===== config.mk =====
export PLATFORM = sky130hd
export DESIGN_NAME = prog_ctr_fsm
export DESIGN_NICKNAME = d
export VERILOG_FILES = /design/src/rtl/prog_ctr_fsm.sv
export SDC_FILE = /design/constraint.sdc
export NUM_CORES = 1
export LEC_CHECK = 0
export ABC_AREA = 1
export CAP_MARGIN = 20
export CELL_PAD_IN_SITES_DETAIL_PLACEMENT = 1
export CELL_PAD_IN_SITES_GLOBAL_PLACEMENT = 1
export CORE_MARGIN = 1.5
export CORE_UTILIZATION = 25
export DETAILED_ROUTE_END_ITERATION = 8
export MAX_ROUTING_LAYER = met4
export PLACE_DENSITY_LB_ADDON = 0.1
export SLEW_MARGIN = 20
export SYNTH_ARGS = -nofsm -noshare
export SYNTH_HDL_FRONTEND = slang
export SYNTH_SLANG_ARGS = --single-unit

===== constraint.sdc =====
create_clock -name clk -period 1.15 [get_ports clk]
set_input_delay 0.1725 -clock clk [delete_from_list [all_inputs] [get_ports clk]]
set_output_delay 0.1725 -clock clk [all_outputs]
set_load 0.005 [all_outputs]

===== src/rtl/prog_ctr_fsm.sv =====
// Program-counter stage with an IDLE/RUN/DONE controller.
// Holds the instruction address and advances it by one each RUN cycle.
// A taken branch loads the lookup table's absolute target instead.
// Start, stall and halt are sequenced by a three-state FSM.
// Optional feature macro: PC_CYCLE_COUNT_EN adds a saturating RUN-cycle
// counter and the cycle_count output port.
module prog_ctr_fsm #(
  parameter int D  = 10,
  parameter int CW = 16
) (
  input  logic         clk,
  input  logic         reset,
  input  logic         start,
  input  logic [D-1:0] start_addr,
  input  logic         branch,
  input  logic [D-1:0] target,
  input  logic         stall,
  input  logic         halt,
  output logic [D-1:0] prog_ctr,
  output logic         running,
  output logic         done
`ifdef PC_CYCLE_COUNT_EN
  ,
  output logic [CW-1:0] cycle_count
`endif
);

  typedef enum logic [1:0] {
    S_IDLE = 2'b00,
    S_RUN  = 2'b01,
    S_DONE = 2'b10
  } state_t;

  state_t       state_q, state_d;
  logic [D-1:0] prog_ctr_q, prog_ctr_d;

  // Sequential increment wraps modulo 2^D with no carry out.
  function automatic logic [D-1:0] pc_inc(input logic [D-1:0] pc);
    return pc + {{(D-1){1'b0}}, 1'b1};
  endfunction

  // State and program-counter registers; reset wins over everything.
  always_ff @(posedge clk) begin
    if (reset) begin
      state_q    <= S_IDLE;
      prog_ctr_q <= '0;
    end else begin
      state_q    <= state_d;
      prog_ctr_q <= prog_ctr_d;
    end
  end

  // Next-state and next-PC selection: halt > stall > branch > increment.
  always_comb begin
    state_d    = state_q;
    prog_ctr_d = prog_ctr_q;
    case (state_q)
      S_IDLE, S_DONE: begin
        if (start) begin
          state_d    = S_RUN;
          prog_ctr_d = start_addr;
        end
      end
      S_RUN: begin
        if (halt) begin
          state_d = S_DONE;
        end else if (stall) begin
          prog_ctr_d = prog_ctr_q;
        end else if (branch) begin
          prog_ctr_d = target;
        end else begin
          prog_ctr_d = pc_inc(prog_ctr_q);
        end
      end
      default: begin
        state_d = S_IDLE;
      end
    endcase
  end

  assign prog_ctr = prog_ctr_q;
  assign running  = (state_q == S_RUN);
  assign done     = (state_q == S_DONE);

`ifdef PC_CYCLE_COUNT_EN
  logic [CW-1:0] cycle_count_q, cycle_count_d;

  // Saturating increment: sticks at the all-ones value.
  function automatic logic [CW-1:0] sat_inc(input logic [CW-1:0] v);
    return (&v) ? v : v + {{(CW-1){1'b0}}, 1'b1};
  endfunction

  // Cycle-counter register.
  always_ff @(posedge clk) begin
    if (reset) begin
      cycle_count_q <= '0;
    end else begin
      cycle_count_q <= cycle_count_d;
    end
  end

  // Count every RUN cycle (stalls and the halt cycle included); clear on start.
  always_comb begin
    cycle_count_d = cycle_count_q;
    if (state_q == S_RUN) begin
      cycle_count_d = sat_inc(cycle_count_q);
    end else if (start) begin
      cycle_count_d = '0;
    end
  end

  assign cycle_count = cycle_count_q;
`else
  localparam int cw_unused = CW;
`endif

endmodule

==> reports/qor.csv <==
metric;value;unit
synth_edf_count;0;
cp_data_required_time;1.38;ns
hold_depth;2;
pwr_density_cell;882.2;mW/mm2
min_path_type;input pin to flip-flop;
reg2reg_to;prog_ctr[4];
max_freq;814.7;MHz
synthAdderAreaFrac;0.01383;
grt_pass1_vias;1262;
clock-sinks;12;
peakVddDrop;0.0004154;V
min_from;reset;
power.total;0.001495;W
synthArstFlopShare;0;
tightestPinTransition;0.5754;ns
synth_top_family_by_area;simple AND/OR/NAND/NOR gates;
endpoint_kind;flip-flop;
finalSetupTns;-0.5809;ns
grt_max_degree;12;
rows;21;
grt_pass1_wl;5961;um
synthXorXnorAreaFrac;0.009682;
seqPwrFrac;0.330;
r2r_start;prog_ctr[1];
wl;3531;um
relSlewSlack;0.6160;
synth.yosys.seq_area_share;0.2656;
clkPwrFrac;0.201;
post_synth_inst_count;137;
synth_common_cells;nand2_1 (25), nor2_1 (23), dfxtp_1 (12);
path_cells;buf_6, ha_4, nand2_4, nor2_4, nand2_1, nand3_1, o211ai_1, a21oi_2;
wire_per_inst;13.90;um
p_sw;0.0005431;W
final_cell_count_no_fill;254;
dpl.hpwl;2368;um
min_to;state_q[1];
vias;1207;
die_h;63.16;um
insertion_delay;0.30;ns
place_area;0.001463;mm2
path_max_fanout;4;
ys_ff_latch;12;
violations;setup timing;
synth_top_area_share;0.2656;
synth_compound_area_frac;0.2835;
clockBufferDepth;2;
die_w;63.16;um
antenna_found_initial;0;
dp_cells;237;
overflow;0;
synthMuxAreaShare;0;
place_congestion;0.7611;
syn_area_per_cell;6.603;um2
fin_ws;-0.07739;ns
stdcell_area;0.001694;mm2
ys_warn_count;0;
finalHoldViolations;0;
p_leak;0.7312;nW
r2r_setup_slack;-0.08;ns
cpMaxStageDelayCell;dfxtp_2;
fin_crit;1.227;ns
slew_viol_final;0;
avgViaCountPerCell;4.752;
antenna_cells;0;
setup_violations;10;
p_comb_frac;0.469;
htree_levels;1;
cts_made_buffers;3;
syn-num-nets;164;
reg2reg_depth;8;
post_route_cells_drive_above_1_share;0.4471;
antenna_left;0;
cp-start-kind;flip-flop;
ios;38;
setup.worst_path.class;flip-flop to flip-flop;
clk_root_buffer_cell;clkbuf_4;
finalCritPeriodShare;1.067;
area_growth;87.27;%
cts_tree;yes;
core;0.003416;mm2
ys_types;25;
drv_cap;0;
drt_iter0_drc;27;
ys.flop_type;dfxtp_1;
status;finished with violations;
fin_worst_skew;0.004375;ns
critPathMaxStageDelay;0.34;ns
final_util;0.4960;
holdBufCountCts;0;
switching_share;0.3634;
start_util;0.2648;
synth_most_common_cell;nand2_1;
crit_arrival;1.46;ns
dieArea;0.003989;mm2
port_buffers;37;
first_pass_iters;4;
clk_pin_slew;0.09;ns
syn_area;904.6;um2
fin_nets;237;
detail_route.drc_violations;0;
rsz0062_at_grt;true;
synth_largest_area_cell;dfxtp_1;
grt_use_total;0.1956;
synthTopCellsByArea;dfxtp_1 (27%), nand2_1 (10%), nor2_1 (9.5%), a21oi_2 (6.8%), o21ai_2 (6.8%);
p_int;0.0009515;W
synth-simple-area-share;0.3209;
==> how the worst max path moves through the flow <==
stage / startpoint / to / slack, ns / cells past startpoint
5_1_grt: prog_ctr[1] / prog_ctr[6] / -0.19 / 8
4_1_cts: state_q[1] / prog_ctr[2] / -0.10 / 7
3_3_place_gp: halt / prog_ctr[2] / -0.24 / 6
2_1_floorplan: prog_ctr[1] / prog_ctr[8] / -0.03 / 8
6_report: prog_ctr[1] / prog_ctr[4] / -0.08 / 8
3_5_place_dp: halt / prog_ctr[2] / -0.30 / 6
==> timing repair <==
action,in CTS,in global routing
endpoints found under the setup margin,22,14
buffers inserted,13,0
pin swaps,12,18
resized for setup,54,11
cloned,2,0
==> layout make-up <==
type	instances	area (um2)
multi-input cells	107	669.4
clock buffers	3	22.52
repair inverters	1	8.758
flip-flops and latches	12	257.7
well taps	46	57.56
repair buffers	70	611.8
inverters	15	66.31
fillers	437	1722
==> cells by family after synthesis <==
family / Yosys count
AND/OR/NAND/NOR: 66
AO/OA/AOI/OAI: 38
buffers and inverters: 19
flip-flops: 12
XOR/XNOR: 1
adder cells (fa/ha/maj): 1
==> routing by layer <==
metal | global-route usage | wire [um] | vias up
met5 | - | 0 | -
met4 | 0.06667 | 55 | 0
met3 | 0.02500 | 143 | 5
met2 | 0.3378 | 1809 | 26
met1 | 0.2339 | 1522 | 577
li1 | - | - | 599
==> critical path, delay by kind of cell, from the launching register on <==
family	cells	cell delay (ns)
AO/OA/AOI/OAI	2	0.25
adder cells (fa/ha/maj)	1	0.15
buffers and inverters	1	0.11
flip-flops	1	0.34
AND/OR/NAND/NOR	4	0.30
==> power groups by stage <==
stage                     clock network [W]  logic, W  registers [W]
final                              0.000300  0.000701       0.000494
after global routing               0.000318  0.000760       0.000501
after CTS                          0.000302  0.000696       0.000491
after detailed placement                  0  0.000563       0.000510
after global placement                    0  0.000550       0.000507
after floorplan                           0  0.000242       0.000524
==> stage by stage <==
stage          setup WS [ns]  hold WS, ns
6_report            -0.07739       0.4265
5_1_grt              -0.1898       0.4463
4_1_cts              -0.1021       0.4333
3_5_place_dp         -0.2966       0.4702
3_3_place_gp         -0.2415       0.4618
2_1_floorplan       -0.03174       0.2416
==> sequential cells by signal, indices dropped and copies added (netlist names) <==
| name | flops |
|---|---|
| prog_ctr | 10 |
| state_q | 2 |
==> layout by cell type, fill, tap and decap left out, types with 4 or more instances in the layout <==
| cell type | n |
|---|---|
| o21ai_1 | 4 |
| dlygate4sd2_1 | 7 |
| o21ai_2 | 10 |
| nand2_1 | 24 |
| nor2_1 | 21 |
| buf_4 | 29 |
| a21oi_1 | 7 |
| nand3_1 | 8 |
| a21oi_2 | 11 |
| buf_6 | 6 |
| inv_1 | 11 |
| clkdlybuf4s50_1 | 25 |
| dfxtp_2 | 11 |
No activity file was read; power rests on OpenSTA's default activity.
==> RTL change (same flow settings) <==
Add an input register stage for `target`, without a reset; this delays it by one clock. The other inputs are not delayed to match.
--- a/src/rtl/prog_ctr_fsm.sv
+++ b/src/rtl/prog_ctr_fsm.sv
@@ -32,2 +32,8 @@
   } state_t;
+
+  logic [D-1:0] target_q;
+
+  always_ff @(posedge clk) begin
+    target_q <= target;
+  end
 
@@ -69,3 +75,3 @@
         end else if (branch) begin
-          prog_ctr_d = target;
+          prog_ctr_d = target_q;
         end else begin
Check against the original RTL: not equivalent (a bounded check fails within 4 cycles, from zero or initial values and one cycle with reset high).
==> RTL change against the unedited design <==
  * Synthesized area is 22% higher
  * Wire length increased by 18%
  * Non-clock buffer count increased by 6
  * The run still ends with negative setup slack left
  * Cell area grew 29%
  * Total power increased by 49%
  * Largest power group is now sequential cells
  * Critical path depth up 1
  * Setup slack lost 0.068 ns
  * Critical path type unchanged
  * Largest cell class unchanged
  * Sequential cell count is 10 higher
  * Cell count rose by 14%
  * Worst hold slack got worse by 0.081 ns
==> RTL change: results <==
timing:
  setup-tns-final_ns: -1.11
  layout_skew_ns: 0.00170
  postLayoutSetupSlackWorst_ns: -0.145
  finalSetupViolCount: 11
status:
  failed_checks: "negative setup slack"
  status: "finished, violations left"
layout:
  num-nonclk-inverters: 20
  clk_share_pct: 2.51
  multi_input_area_um2: 830
  bufAreaShareNonClock_pct: 31.6
  nNetsFinal: 265
  post_route_non_filler_standard_cell_count: 289
  drive_gt1_share_pct: 50.2
  n_fill_cell: 504
global_route:
  grt_use_total_pct: 18.5
  grt_first_pass_wirelength_mm: 6.86
  grt_start_max_net_pins: 13
  grt_pass1_vias: 1413
worst_hold_path:
  worst_hold_startpoint: "target[0]"
  endpoint_of_the_worst_hold_timing_path: "target_q[0]$_DFF_P_"
place:
  numPlacedInstances: 265
yosys:
  synth.lib_cells_used.distinct: 18
  synth-seq-area-share_pct: 39.8
  post_synth_main_area_contributors: "dfxtp_1 40%, nand2_1 14%, nor2_1 6.8%, inv_1 6.4%, a21oi_2 6.3%"
  post_synth_xor_area_fraction_pct: 1.58
route:
  dr_total_vias: 1306
power_and_ir_drop:
  power.switching_mw: 0.692
  ir_worst_vdd_v: 0.000829
setup_path:
  destination_of_the_worst_register_to_register_timing_path: "prog_ctr[8]$_SDFFE_PP0P_"
  timing.critical_path.max_delay_family: "simple AND/OR/NAND/NOR gates"
clock_tree:
  clock_sinks: 22
-- RTL change: changes by cell type in the layout (fill, tap and decap cells not counted), moves of 4 or more --
cell      unedited run  this run
inv_1               11        15
clkbuf_8             0         4
nand2_2              2        15
nor2_1              21        15
dfxtp_1              0        10
o21ai_2             10         2
nand2_8              0         5
-- RTL change: power by group through the flow --
stage	Combinational [mW]	Clock, mW	Sequential, mW
floorplan	0.246	0	0.890
global placement	0.539	0	0.885
detailed placement	0.556	0	0.887
CTS	0.719	0.586	0.862
global route	0.859	0.623	0.873
finish	0.794	0.566	0.864
-- RTL change: per-layer routing --
metal	GRT usage (%)	vias up	share of wire [%]
met5	-	-	0
met4	4.14	0	1.1
met3	3.05	4	2.8
met2	34.6	21	54
met1	20.4	617	42
li1	-	664	-
-- RTL change: timing repair --
item | CTS | global route
pin swaps | 21 | 21
gates resized for setup | 71 | 36
setup endpoints to repair | 22 | 15
buffers inserted | 13 | 6
gates cloned | 3 | 0
